===== src/rtl/uart_reg_bridge.sv =====
`timescale 1ns/1ps
// UART-to-register-write bridge: 8N1 receiver feeding a checksummed frame parser
// that issues single-cycle register writes for FPGA debug of the timer peripheral.
module uart_reg_bridge #(
  parameter int CLK_HZ       = 27000000,
  parameter int BAUD         = 115200,
  parameter int ADDR_W       = 4,
  parameter int DATA_W       = 32,
  parameter int TIMEOUT_BITS = 20
) (
  input  logic              clk_i,
  input  logic              rst_ni,
  input  logic              rx_i,
  output logic              wr_en_o,
  output logic [ADDR_W-1:0] wr_addr_o,
  output logic [DATA_W-1:0] wr_data_o,
  output logic              frame_err_o,
  output logic              busy_o
);
  localparam int DIV     = (CLK_HZ + BAUD/2) / BAUD;
  localparam int NB      = DATA_W / 8;
  localparam int CW      = $clog2(DIV + 1);
  localparam int TO_CLKS = TIMEOUT_BITS * DIV;
  localparam int TW      = $clog2(TO_CLKS + 1);
  localparam int NW      = $clog2(NB + 1);

  typedef enum logic [1:0] {R_IDLE, R_START, R_DATA, R_STOP} rx_state_t;
  typedef enum logic [1:0] {P_HDR, P_DATA, P_CHK} p_state_t;

  // Synchroniser and edge-detect flops idle high so reset never fakes a start edge
  logic rx_meta, rxs, rxs_d;
  always_ff @(posedge clk_i or negedge rst_ni) begin
    if (!rst_ni) begin
      rx_meta <= 1'b1;
      rxs     <= 1'b1;
      rxs_d   <= 1'b1;
    end else begin
      rx_meta <= rx_i;
      rxs     <= rx_meta;
      rxs_d   <= rxs;
    end
  end

  rx_state_t      r_state, r_next;
  logic [CW-1:0]  r_cnt, r_cnt_nx;
  logic [2:0]     bit_idx, bit_idx_nx;
  logic [7:0]     shreg, shreg_nx;
  logic           byte_vld, byte_vld_nx, stop_err, stop_err_nx;

  always_ff @(posedge clk_i or negedge rst_ni) begin
    if (!rst_ni) begin
      r_state  <= R_IDLE;
      r_cnt    <= '0;
      bit_idx  <= '0;
      shreg    <= '0;
      byte_vld <= 1'b0;
      stop_err <= 1'b0;
    end else begin
      r_state  <= r_next;
      r_cnt    <= r_cnt_nx;
      bit_idx  <= bit_idx_nx;
      shreg    <= shreg_nx;
      byte_vld <= byte_vld_nx;
      stop_err <= stop_err_nx;
    end
  end

  always_comb begin
    r_next      = r_state;
    r_cnt_nx    = r_cnt;
    bit_idx_nx  = bit_idx;
    shreg_nx    = shreg;
    byte_vld_nx = 1'b0;
    stop_err_nx = 1'b0;
    if (r_state != R_IDLE && r_cnt != '0) r_cnt_nx = r_cnt - 1'b1;
    case (r_state)
      R_IDLE: begin
        if (rxs_d && !rxs) begin
          r_next   = R_START;
          r_cnt_nx = CW'(DIV/2);
        end
      end
      R_START: begin
        if (r_cnt == '0) begin
          if (!rxs) begin
            r_next     = R_DATA;
            r_cnt_nx   = CW'(DIV-1);
            bit_idx_nx = '0;
          end else begin
            r_next = R_IDLE;
          end
        end
      end
      R_DATA: begin
        if (r_cnt == '0) begin
          shreg_nx = {rxs, shreg[7:1]};
          r_cnt_nx = CW'(DIV-1);
          if (bit_idx == 3'd7) r_next = R_STOP;
          else bit_idx_nx = bit_idx + 3'd1;
        end
      end
      R_STOP: begin
        if (r_cnt == '0) begin
          r_next = R_IDLE;
          if (rxs) byte_vld_nx = 1'b1;
          else stop_err_nx = 1'b1;
        end
      end
      default: r_next = R_IDLE;
    endcase
  end

  p_state_t        p_state, p_next;
  logic [ADDR_W-1:0] addr_q, addr_nx, wr_addr_nx;
  logic [DATA_W-1:0] data_q, data_nx, wr_data_nx;
  logic [7:0]      chk_q, chk_nx;
  logic [NW-1:0]   cnt_q, cnt_nx;
  logic [TW-1:0]   to_cnt, to_nx;
  logic            wr_en_nx, err_nx, busy_nx, timeout, hdr_ok;
  logic [6:0]      hdr_hi;

  always_ff @(posedge clk_i or negedge rst_ni) begin
    if (!rst_ni) begin
      p_state     <= P_HDR;
      addr_q      <= '0;
      data_q      <= '0;
      chk_q       <= '0;
      cnt_q       <= '0;
      to_cnt      <= TW'(TO_CLKS-1);
      wr_en_o     <= 1'b0;
      wr_addr_o   <= '0;
      wr_data_o   <= '0;
      frame_err_o <= 1'b0;
      busy_o      <= 1'b0;
    end else begin
      p_state     <= p_next;
      addr_q      <= addr_nx;
      data_q      <= data_nx;
      chk_q       <= chk_nx;
      cnt_q       <= cnt_nx;
      to_cnt      <= to_nx;
      wr_en_o     <= wr_en_nx;
      wr_addr_o   <= wr_addr_nx;
      wr_data_o   <= wr_data_nx;
      frame_err_o <= err_nx;
      busy_o      <= busy_nx;
    end
  end

  assign hdr_hi = shreg[6:0] >> ADDR_W;
  assign hdr_ok = shreg[7] && (hdr_hi == '0);

  always_comb begin
    p_next     = p_state;
    addr_nx    = addr_q;
    data_nx    = data_q;
    chk_nx     = chk_q;
    cnt_nx     = cnt_q;
    to_nx      = to_cnt;
    wr_en_nx   = 1'b0;
    err_nx     = 1'b0;
    wr_addr_nx = wr_addr_o;
    wr_data_nx = wr_data_o;
    timeout    = 1'b0;
    // Idle timer only runs inside a frame while the receiver waits for a start bit
    if (p_state == P_HDR || byte_vld) begin
      to_nx = TW'(TO_CLKS-1);
    end else if (r_state == R_IDLE) begin
      if (to_cnt == '0) timeout = 1'b1;
      else to_nx = to_cnt - 1'b1;
    end
    if (stop_err || timeout) begin
      err_nx = 1'b1;
      p_next = P_HDR;
    end else if (byte_vld) begin
      case (p_state)
        P_HDR: begin
          if (hdr_ok) begin
            addr_nx = shreg[ADDR_W-1:0];
            chk_nx  = shreg;
            cnt_nx  = '0;
            p_next  = P_DATA;
          end else begin
            err_nx = 1'b1;
          end
        end
        P_DATA: begin
          data_nx[8*int'(cnt_q) +: 8] = shreg;
          chk_nx = chk_q ^ shreg;
          if (cnt_q == NW'(NB-1)) p_next = P_CHK;
          else cnt_nx = cnt_q + 1'b1;
        end
        P_CHK: begin
          if (shreg == chk_q) begin
            wr_en_nx   = 1'b1;
            wr_addr_nx = addr_q;
            wr_data_nx = data_q;
          end else begin
            err_nx = 1'b1;
          end
          p_next = P_HDR;
        end
        default: p_next = P_HDR;
      endcase
    end
    busy_nx = (p_next != P_HDR);
  end
endmodule


===== config.mk =====
export PLATFORM = sky130hd
export DESIGN_NAME = uart_reg_bridge
export DESIGN_NICKNAME = d
export VERILOG_FILES = /design/src/rtl/uart_reg_bridge.sv
export SDC_FILE = /design/constraint.sdc
export NUM_CORES = 1
export LEC_CHECK = 0
export CAP_MARGIN = 10
export CORE_MARGIN = 1
export CORE_UTILIZATION = 53
export DETAILED_ROUTE_END_ITERATION = 6
export PLACE_DENSITY_LB_ADDON = 0.3
export SLEW_MARGIN = 20
export SYNTH_ARGS = -nofsm -noshare
export SYNTH_HDL_FRONTEND = slang
export SYNTH_SLANG_ARGS = --single-unit

===== constraint.sdc =====
create_clock -name clk_i -period 2.1 [get_ports clk_i]
set_clock_uncertainty 0.2 [all_clocks]
set_input_delay 0.63 -clock clk_i [delete_from_list [all_inputs] [get_ports clk_i]]
set_output_delay 0.63 -clock clk_i [all_outputs]
set_load 0.02 [all_outputs]

==> summary.log, run 1 <==
qor: global_route.grt_remaining_overflow 0
qor: setup_path.reg2reg_depth 5
qor: routing.route.layer.met1.wl 4950 um
qor: sta.total_count_of_hold_check_failures_in_the_final_report 0
qor: routing.drcViolationCount 0
qor: final_layout.drive_gt1_share 27.3%
qor: setup_path.internal_reg_to_reg_setup_slack 0.04 ns
qor: global_route.grt_pass1_vias 3996
qor: clocking.clock_tree.htree_level_count 4
qor: global_route.gr-usage-all-layers 21.7%
qor: global_route.grt_max_degree 81
qor: setup_path.cp-endpoint to_cnt[8]
qor: routing.initialDrtViolationCount 245
qor: synth.asyncSetResetFlopFracSynth 100%
qor: synth.synth_warnings 0
qor: min_path.hp-class flip-flop to flip-flop
qor: placed_design.dpl.hpwl 7460 um
qor: routing.dr.pass1.iters 5
qor: clocking.clock-sinks 127
qor: die.design.portCount 42
qor: final_layout.nets 571
qor: setup_path.arrival 2.25 ns
qor: sta.fin_crit 2.06 ns
qor: routing.routed-via-count 3995
qor: clocking.cts_tree done
qor: power_and_ir_drop.p_per_area 855 nW/um^2
qor: synth.seq_area_frac_synth 55.7%
qor: final_layout.diodes 0
qor: run_status.run_status finished clean
qor: setup_path.worst-path-max-fanout 8
qor: global_route.global_route_wire_length_before_repair 19100 um
qor: power_and_ir_drop.power.leakage 3.56 nW
qor: die.design.die.area 11200 sq um
qor: setup_path.critPathCaptureType flip-flop
qor: die.dieWidth 106 um
qor: synth.syn_nets 495
qor: die.core_region_area 10400 sq um
qor: sta.unrepaired_setup_endpoints_after_global_routing true
qor: synth.yosys-top-cells-area sky130_fd_sc_hd__dfrtp_1, sky130_fd_sc_hd__mux2_2, sky130_fd_sc_hd__mux2_1
qor: sta.fin_ws 0.0427 ns
qor: clocking.clock_latency 0.51 ns
qor: sta.period_share 98.0%
qor: synth.synth_edf_count 0
qor: sta.setup-violations-final 0
qor: placed_design.globalplace.congestion 0.832
qor: clocking.max-clock-path-buffers 2
qor: setup_path.timing.critical_path.from to_cnt[8]
qor: power_and_ir_drop.peak_supply_drop 0.662 mV
qor: synth.post_synth_inst_count 482
qor: routing.met3WireLength 344 um
qor: final_layout.final_core_utilization 68.9%
qor: placed_design.buffer_ports.inserted 41
qor: sta.tightest_slew 0.574 ns
qor: setup_path.worst_r2r_endpoint to_cnt[8]
qor: setup_path.reg2reg_from to_cnt[8]
qor: sta.max_freq 486 MHz
qor: routing.routed.top_layer met4
qor: synth.synth.distinct_cells 61
qor: routing.drtAntennaViolNets 0
qor: die.fp.dieH 106 um
qor: routing.drt-wirelength-per-cell 15.8 um
qor: sta.slew_violations 0
qor: clocking.clkTransAtPathRegs 0.07 ns
qor: synth.syn-mean-instance-area 11.9 sq um
qor: synth.commonest_cells_in_the_synthesized_netlist sky130_fd_sc_hd__dfrtp_1, sky130_fd_sc_hd__mux2_2, sky130_fd_sc_hd__o21ai_0, sky130_fd_sc_hd__mux2_1, sky130_fd_sc_hd__nand2_1
qor: die.row_count 37
qor: routing.totalWireLength 11200 um
qor: job.maxCapViolCount 0
qor: clocking.ctsRootBufferMaster sky130_fd_sc_hd__clkbuf_8
qor: routing.met2WireLength 5800 um
qor: sta.holdWs 0.157 ns
qor: synth.synth.cell_area 5730 sq um
qor: die.initial_utilization 55.0%
qor: setup_path.worstSetupPathType flip-flop to flip-flop
qor: global_route.initial_antenna_violation_count 0
qor: placed_design.pre_cts_setup_slack -0.0201 ns
qor: synth.synth.most_common_cell sky130_fd_sc_hd__dfrtp_1
qor: synth.total_of_flip_flops_plus_latches_after_synthesis 127
qor: synth.dominantRegCellSynth sky130_fd_sc_hd__dfrtp_1
qor: synth.synth_top_cell_by_area sky130_fd_sc_hd__dfrtp_1
qor: setup_path.worst_setup_path_start_kind flip-flop
qor: sta.timing.setup.tns 0 ns
qor: setup_path.worst_ep_required_time 2.29 ns
qor: routing.vias_per_cell 5.65
qor: sta.slew-limit-headroom 61.7%
qor: clocking.cts-buffers-inserted 17
qor: final_layout.areaGrowthSynthToFinish 25.4%
qor: synth.synth_top_area_share 51.6%
[worst min-delay path by stage]
stage,startpoint,depth (start not counted),slack [ns],end
2_1_floorplan,rst_ni,0,0.13,asynchronous set/reset pin
3_3_place_gp,rx_meta,0,0.15,rxs
3_5_place_dp,rx_meta,0,0.15,rxs
4_1_cts,rx_meta,0,0.16,rxs
5_1_grt,rx_meta,0,0.16,rxs
6_report,rx_meta,0,0.16,rxs
[cell type report]
| cell class | instances | area [sq um] |
|---|---|---|
| Inverter | 19 | 71.3 |
| Multi-Input combinational cell | 309 | 2480 |
| Clock inverter | 15 | 140 |
| Sequential cell | 127 | 3190 |
| Timing Repair Buffer | 84 | 713 |
| Tap cell | 136 | 170 |
| Clock buffer | 17 | 414 |
| Fill cell | 771 | 3230 |
[through the flow]
stage               total power, mW  instances  cell area [sq um]
floorplan                      3.15        482               5780
global placement               3.38        672               6540
detailed placement             3.41        672               6540
CTS                            6.15        705               7070
global route                   6.42        707               7180
finish                         6.14        707               7180
[sequential cells by signal, indices dropped and copies added (netlist names), 4 cells and up, named ones only]
signal and flops:
addr_q 4, chk_q 8, data_q 32, r_cnt 8
shreg 8, to_cnt 13, wr_addr_o 4, wr_data_o 32
[cell usage in the layout, fill, tap and decap left out, types with 7 or more instances in the layout]
| master | instances |
|---|---|
| sky130_fd_sc_hd__a21oi_1 | 20 |
| sky130_fd_sc_hd__dlygate4sd2_1 | 39 |
| sky130_fd_sc_hd__o21ai_0 | 27 |
| sky130_fd_sc_hd__mux2_1 | 27 |
| sky130_fd_sc_hd__mux2_2 | 35 |
| sky130_fd_sc_hd__dfstp_2 | 9 |
| sky130_fd_sc_hd__buf_4 | 40 |
| sky130_fd_sc_hd__nor2_1 | 20 |
| sky130_fd_sc_hd__ha_1 | 7 |
| sky130_fd_sc_hd__nand2_1 | 29 |
| sky130_fd_sc_hd__inv_1 | 19 |
| sky130_fd_sc_hd__dfrtp_1 | 118 |
| sky130_fd_sc_hd__nand3_1 | 15 |
| sky130_fd_sc_hd__nor2b_1 | 7 |
| sky130_fd_sc_hd__clkbuf_16 | 16 |
| sky130_fd_sc_hd__xor2_1 | 9 |
[routing by layer]
layer  vias up  GRT usage [%]
met5         -              0
met4         0           8.53
met3        12           4.11
met2        78           36.6
met1      1992           27.8
li1       1913              -
[power breakdown]
group          switching [mW]  total (mW)  leakage [nW]  internal, mW
sequential              0.122        2.72          1.70          2.60
combinational           0.390       0.699          1.59         0.309
clock                    1.21        2.72         0.266          1.51
total                    1.72        6.14          3.56          4.42
[worst max-delay path, stage by stage (launching register included)]
cell and delay (ns):
sky130_fd_sc_hd__dfrtp_1 0.38, sky130_fd_sc_hd__or4_4 0.58, sky130_fd_sc_hd__buf_6 0.15, sky130_fd_sc_hd__o31ai_4 0.37, sky130_fd_sc_hd__or4_4 0.20, sky130_fd_sc_hd__a21oi_2 0.05
[kinds of logic after synthesis]
kind of cell | Yosys count | share of synthesized area, %
AND/OR/NAND/NOR | 132 | 13.8
flip-flops | 127 | 55.7
AO/OA/AOI/OAI | 90 | 10.1
multiplexers | 67 | 13.2
buffers and inverters | 46 | 3.60
XOR/XNOR | 10 | 1.53
adder cells (fa/ha/maj) | 10 | 2.18
[repair_timing]
action,4_1_cts,5_1_grt
endpoints found under the hold margin,71,0
buffers inserted,0,2
resized for setup,44,20
pin swaps,0,5
endpoints found under the setup margin,45,37
hold buffers,1,0
No activity file was read; power rests on OpenSTA's default activity.
==> run 2, diff against run 1 <==
- CAP_MARGIN: 10 -> 25
- CORE_MARGIN: 1 -> 2
==> run 2 against run 1 <==
Compared with the run above: worst hold slack improved by 0.0010 ns; die area increased by 3.8%; sequential power barely moved; clock power is essentially flat; sequential cell count unchanged; non-clock buffer count is 5 higher; maximum frequency down 0.63%; critical path depth decreased by 4; register-to-register slack hardly changed; largest cell class unchanged; combinational power rose by 14%; sequential share of layout area shrank 0.47 points; routed wire length grew 9.9%.
==> summary.log, run 2 (same netlist as run 1, synthesis figures left out) <==
qor: run_status.run_status finished clean
qor: die.row_count 37
qor: sta.max_freq 483 MHz
qor: setup_path.arrival 1.24 ns
qor: global_route.gr-usage-all-layers 22.4%
qor: die.core_region_area 10400 sq um
qor: clocking.clock_latency 0.52 ns
qor: final_layout.final_cells 712
qor: global_route.grt_max_degree 38
qor: final_layout.final_instance_area 7260 sq um
qor: setup_path.worst-path-max-fanout 2
qor: die.design.portCount 42
qor: global_route.grt_pass1_vias 4173
qor: die.design.die.area 11700 sq um
qor: power_and_ir_drop.power.leakage 3.58 nW
qor: final_layout.fillCellCount 750
qor: die.initial_utilization 55.0%
qor: sta.tightest_slew 0.460 ns
qor: setup_path.critPathCaptureType primary output
qor: placed_design.dpl.hpwl 8130 um
qor: die.dieWidth 108 um
qor: final_layout.areaGrowthSynthToFinish 26.7%
qor: setup_path.path_delay_family flip-flops
qor: sta.slew_violations 0
qor: setup_path.crit_path_cell_trace dlygate4sd2_1
qor: sta.total_count_of_hold_check_failures_in_the_final_report 0
qor: placed_design.detailed_place.area 6600 sq um
qor: routing.routed-via-count 4049
qor: power_and_ir_drop.p_per_area 861 nW/um^2
qor: placed_design.dp_cells 675
qor: routing.drcViolationCount 0
qor: global_route.initial_antenna_violation_count 0
qor: setup_path.cp_num_buf_inv 1
qor: job.maxCapViolCount 0
qor: clocking.clkTransAtPathRegs 0.07 ns
qor: routing.dr.pass1.iters 4
qor: sta.slew-limit-headroom 69.4%
qor: final_layout.commonest_non_fill_non_tap_cell_in_the_layout sky130_fd_sc_hd__dfrtp_1
qor: final_layout.nets 576
qor: final_layout.layout_common_cells sky130_fd_sc_hd__dfrtp_1, sky130_fd_sc_hd__buf_4, sky130_fd_sc_hd__dlygate4sd2_1
qor: setup_path.worst_path_max_delay_cell sky130_fd_sc_hd__dfrtp_1
qor: power_and_ir_drop.peak_supply_drop 0.623 mV
qor: clocking.cts_tree done
qor: sta.fin_ws 0.0297 ns
qor: routing.totalWireLength 12300 um
qor: sta.fin_crit 2.07 ns
qor: global_route.grt_remaining_overflow 0
qor: sta.unrepaired_setup_endpoints_after_global_routing true
qor: sta.period_share 98.6%
qor: clocking.cts-buffers-inserted 17
qor: clocking.max-clock-path-buffers 2
qor: clocking.ctsRootBufferMaster sky130_fd_sc_hd__clkbuf_8
qor: routing.drt-wirelength-per-cell 17.3 um
qor: clocking.clock-sinks 127
qor: final_layout.drive_gt1_share 28.0%
qor: sta.holdWs 0.158 ns
qor: routing.vias_per_cell 5.69
qor: final_layout.diodes 0
qor: setup_path.crit_path_max_cell_delay 0.39 ns
qor: placed_design.globalplace.congestion 0.825
qor: routing.drtAntennaViolNets 0
qor: setup_path.worst_ep_required_time 1.27 ns
qor: power_and_ir_drop.design_power_total 6.25 mW
qor: setup_path.worst_setup_path_start_kind flip-flop
qor: min_path.hp-class flip-flop to flip-flop
qor: clocking.clock_tree.htree_level_count 4
qor: global_route.global_route_wire_length_before_repair 20200 um
qor: final_layout.final_core_utilization 69.7%
qor: die.fp.dieH 108 um
qor: placed_design.pre_cts_setup_slack -0.0291 ns
qor: placed_design.buffer_ports.inserted 41
qor: final_layout.top_regs data_q: 32 flops, wr_data_o: 32 flops, to_cnt: 13 flops
qor: routing.initialDrtViolationCount 263
qor: setup_path.worstSetupPathType flip-flop to primary output
qor: sta.setup-violations-final 0
qor: sta.timing.setup.tns 0 ns
## run 2: path summary, 6_finish.rpt
| path | start | end | slack [ns] | cells past startpoint |
|---|---|---|---|---|
| setup / recovery | wr_data_o[28] | wr_data_o[28] | 0.03 | 1 |
| hold / removal | rx_meta | rxs | 0.16 | 0 |
| setup reg to reg | to_cnt[0] | to_cnt[8] | 0.04 | 7 |
| hold reg to reg | rx_meta | rxs | 0.16 | 0 |
| max in group asynchronous | rst_ni | rxs | 0.73 | 3 |
| min in group asynchronous | rst_ni | wr_data_o[16] | 0.40 | 2 |
## run 2: cell type report
class	instances	area (sq um)	share of cell area, %
Clock inverter	15	139	1.91
Sequential cell	127	3190	43.9
Inverter	19	71.3	0.983
Multi-Input combinational cell	309	2480	34.2
Timing Repair Buffer	89	791	10.9
Clock buffer	17	414	5.71
Tap cell	136	170	2.34
## run 2: metal layers
metal	vias to the layer above	track usage, %	share of wire [%]
met5	-	0	0
met4	0	8.33	1.5
met3	19	3.62	3.4
met2	93	40.1	53
met1	2021	27.2	42
li1	1916	-	-
## run 2: what timing repair did
| item | in CTS | in global routing |
|---|---|---|
| endpoints found under the hold margin | 23 | 0 |
| endpoints found under the setup margin | 46 | 71 |
| gates resized for setup | 43 | 21 |
| hold buffers | 1 | 0 |
| buffers inserted | 0 | 4 |
| pin swaps | 1 | 5 |
## run 2: power by group
| part | switching [mW] | internal [mW] |
|---|---|---|
| Clock | 1.22 | 1.50 |
| Sequential | 0.127 | 2.60 |
| Combinational | 0.424 | 0.369 |
| Total | 1.78 | 4.47 |
==> edit 1: new RTL, config.mk and constraints of run 2 <==
Put one more register stage on the output `wr_data_o`, cleared by the reset. The value now appears one clock later. The other outputs are not delayed to match.
--- a/src/rtl/uart_reg_bridge.sv
+++ b/src/rtl/uart_reg_bridge.sv
@@ -29,2 +29,4 @@
 
+  logic [DATA_W-1:0] wr_data_s0;
+
   // Synchroniser and edge-detect flops idle high so reset never fakes a start edge
@@ -131,3 +133,3 @@
       wr_addr_o   <= '0;
-      wr_data_o   <= '0;
+      wr_data_s0  <= '0;
       frame_err_o <= 1'b0;
@@ -143,3 +145,3 @@
       wr_addr_o   <= wr_addr_nx;
-      wr_data_o   <= wr_data_nx;
+      wr_data_s0  <= wr_data_nx;
       frame_err_o <= err_nx;
@@ -162,3 +164,3 @@
     wr_addr_nx = wr_addr_o;
-    wr_data_nx = wr_data_o;
+    wr_data_nx = wr_data_s0;
     timeout    = 1'b0;
@@ -207,2 +209,10 @@
   end
+  always_ff @(posedge clk_i or negedge rst_ni) begin
+    if (!rst_ni) begin
+      wr_data_o <= '0;
+    end else begin
+      wr_data_o <= wr_data_s0;
+    end
+  end
+
 endmodule
Check against the original RTL: same outputs for any inputs over 10 cycles, from zero or initial values and one cycle with rst_ni low; that may be too few to reach the edited logic, so the function may still have changed.
==> edit 1 against run 2 <==
Total power up 17%; routed wire length up 3.6%; first-iteration DRC count up 0.76%; critical path depth up 2; setup slack unchanged; sequential power up 23%; synthesized area up 18%; sequential cell count up 32; non-clock buffer count down 3; design area up 14%.
==> edit 1: results (changes against run 2) <==
{| class="wikitable"
! Metric !! Value
|-
| Dpl cells || 756 (+12%)
|-
| Power in the clock group || 3.07 mW (+12%)
|-
| Status || complete, no violations
|-
| GRT met3 Usage || 4.63% (+1.0 points)
|-
| Total GRT Usage || 21.1% (-1.3 points)
|-
| Depth of the worst register-to-register path || 3 (-4)
|-
| # nets final || 618 (+7.3%)
|-
| Largest registers || data_q: 32 flops, wr_data_o: 32 flops, wr_data_s0: 32 flops
|-
| Crit Path Category || register to register
|-
| Critical R2R Capture || addr_q[1]
|-
| Placed inst area || 7620 sq um (+16%)
|-
| Fraction of final layout cells with drive strength greater than 1 || 31.4% (+3.4 points)
|-
| Number of different library cells in the post-synthesis netlist || 57 (-6.6%)
|-
| Wire length after detailed routing || 12,800 microns (+3.6%)
|-
| CP max-delay cell || sky130_fd_sc_hd__or4b_4
|-
| Met2 Usage GRT || 34.4% (-5.7 points)
|-
| Wire length on met2 || 6380 microns (-1.8%)
|-
| Stage delay of the slowest cell on the critical path || 0.58 ns (+0.19 ns)
|-
| Reg-to-reg startpoint || shreg[4]
|-
| # fillers || 968 (+29%)
|-
| Leak Pwr || 4.17 nW (+17%)
|-
| Post-Syn Instances || 527 (+9.3%)
|-
| Warning count from the yosys run || 0 (unchanged)
|-
| Most used standard cells in the synthesized netlist || 150 x sky130_fd_sc_hd__dfrtp_1, 36 x sky130_fd_sc_hd__o21ai_0, 34 x sky130_fd_sc_hd__mux2_2
|-
| Iter 0 DRT Violations || 265 (+0.76%)
|-
| Half-perimeter wire length after detailed placement || 8100 microns (-0.34%)
|-
| CTS Root Cell || sky130_fd_sc_hd__clkbuf_16
|-
| Worst slack at placement || -0.0810 ns (-0.0519 ns)
|-
| Via count of the first global-routing pass || 4,499 (+7.8%)
|-
| Fraction of the yosys area taken by sequential cells || 59.2% (+3.5 points)
|-
| Non-filler instance count after layout || 790 (+11%)
|-
| Met1 Resource Use GR || 27.7% (+0.52 points)
|-
| Vias after detailed routing || 4,269 (+5.4%)
|-
| Category of cells accounting for the largest share of critical-path delay || simple AND/OR/NAND/NOR gates
|-
| Least-Margin Pin Slew || 0.486 ns (+0.0264 ns)
|-
| Resized Gates After CTS || 47 (+9.3%)
|-
| Sum of routed wire segments on met1 || 5700 microns (+9.6%)
|-
| Routability cong. || 0.844 (+2.3%)
|-
| Count of cells along the worst hold path || 0 (unchanged)
|-
| Number of nets in the synthesized netlist || 540 (+9.1%)
|-
| Clock insertion delay at the later pin of the skew report || 0.43 ns (-0.09 ns)
|-
| Routing layer with the top usage in global route || met2
|-
| Final hold slack || 0.158 ns (+0.000677 ns)
|-
| Sequential power || 3.36 mW (+23%)
|-
| Switching power || 1.88 mW (+5.9%)
|}
## edit 1: cell types whose count changed in the layout (fill, tap and decap cells not counted), sizes merged, moves of 6 or more
cell / delta
o21ai: +7
a21oi: -7
nand2: -6
a311oi: -7
nand3: +7
dfrtp: +32
a22o: +8
## edit 1: final cells by class
cell class	count	area (sq um)	share of cell area, %
multi-input combinational	312	2630	31.8
timing repair buffer	86	741	8.94
tap	172	215	2.60
clock buffer	18	439	5.30
sequential	159	3990	48.2
clock inverter	14	158	1.90
inverter	29	109	1.31
## edit 1: kinds of logic after synthesis
logic type               count (synthesis)  share of synthesized area (%)
XOR/XNOR                                10                           1.30
AND/OR/NAND/NOR                        136                           12.6
buffers and inverters                   57                           3.92
multiplexers                            66                           12.8
adder cells (fa/ha/maj)                 10                           1.86
flip-flops                             159                           59.2
AO/OA/AOI/OAI                           89                           8.35
==> edit 2: new RTL, config.mk and constraints of run 2 <==
Made on the original files. `DATA_W`: 32 -> 16.
--- a/src/rtl/uart_reg_bridge.sv
+++ b/src/rtl/uart_reg_bridge.sv
@@ -7,3 +7,3 @@
   parameter int ADDR_W       = 4,
-  parameter int DATA_W       = 32,
+  parameter int DATA_W       = 16,
   parameter int TIMEOUT_BITS = 20
Ports: changed (resized wr_data_o); port bits go from 42 to 26. The function was not compared with the original's and may differ.
==> edit 2 against run 2 <==
Total power down 36%; sequential share of layout area increased by 1.1 points; design area is 28% lower; synthesized area decreased by 21%; fmax grew 2.2%; sequential cell count shrank 33; worst hold slack got worse by 0.069 ns; sequential power decreased by 21%; synthesized cell count down 14%; clock power shrank 56%; combinational power fell by 16%; routed wire length down 28%; setup slack improved by 0.045 ns; largest cell class unchanged; largest power group unchanged.
==> edit 2: results (changes against run 2) <==
{| class="wikitable"
! Metric !! Value
|-
| Portion of the layout cell area used by non-clock buffers || 8.74% (-2.2 points)
|-
| Clock buffer count in the final layout || 9 (-8)
|-
| Least-Margin Pin Slew || 0.549 ns (+0.0892 ns)
|-
| Count of H-tree levels built during CTS || 3 (-1)
|-
| Sum of routed wire segments on met1 || 4010 microns (-23%)
|-
| Clock sink count || 94 (-26%)
|-
| Half-perimeter wire length after detailed placement || 6270 microns (-23%)
|-
| Int Power || 2.77 mW (-38%)
|-
| Number of nets in the synthesized netlist || 425 (-14%)
|-
| Routed length on met3 || 316 microns (-25%)
|-
| Met2 Usage GRT || 33.4% (-6.7 points)
|-
| Synth area leaders || sky130_fd_sc_hd__dfrtp_1 47%, sky130_fd_sc_hd__dfstp_2 5.2%, sky130_fd_sc_hd__nand2_1 4.1%
|-
| Clock edge transition at the registers on the reported setup and hold paths || 0.10 ns (+0.03 ns)
|-
| Status || complete, no violations
|-
| Clock insertion delay at the later pin of the skew report || 0.36 ns (-0.16 ns)
|-
| Worst slack at placement || -0.0182 ns (+0.0109 ns)
|-
| Fraction of power consumed by combinational cells || 16.6% (+3.9 points)
|-
| Most used standard cells in the synthesized netlist || 85 x sky130_fd_sc_hd__dfrtp_1, 50 x sky130_fd_sc_hd__nand2_1, 20 x sky130_fd_sc_hd__a21oi_1
|-
| Stage delay of the slowest cell on the critical path || 0.57 ns (+0.18 ns)
|-
| Wire length after detailed routing || 8830 microns (-28%)
|-
| # nets final || 465 (-19%)
|-
| GRT met3 Usage || 3.18% (-0.44 points)
|-
| Number of different library cells in the post-synthesis netlist || 60 (-1.6%)
|-
| Tightest Hold Check Type || input pin to asynchronous set/reset pin
|-
| #MultiIn Comb || 287 (-7.1%)
|-
| Dpl cells || 546 (-19%)
|-
| Total GRT Usage || 20.1% (-2.2 points)
|-
| Via count of the first global-routing pass || 3,233 (-23%)
|}
==> edit 2: cells by family after synthesis <==
kind of cell	Yosys count	share of synthesized area, %
AND/OR/NAND/NOR	145	18.2
flip-flops	94	52.0
AO/OA/AOI/OAI	73	9.49
multiplexers	49	12.5
buffers and inverters	32	3.30
XOR/XNOR	11	2.12
adder cells (fa/ha/maj)	9	2.48
==> edit 2: path summary, 6_finish.rpt <==
kind                       startpoint   endpoint  slack, ns  cells after the start
min                            rst_ni  to_cnt[7]       0.09                      2
min reg2reg                   rx_meta        rxs       0.16                      0
max                         to_cnt[0]  to_cnt[7]       0.07                      5
min in group clk_i            rx_meta        rxs       0.16                      0
max reg2reg                 to_cnt[0]  to_cnt[7]       0.07                      5
max in group asynchronous      rst_ni  to_cnt[0]       1.19                      2
==> edit 2: repair_timing <==
action,in CTS,in global routing
hold buffers,0,0
endpoints found under the setup margin,30,27
pin swaps,1,3
setup buffers,2,0
gates resized for setup,24,7
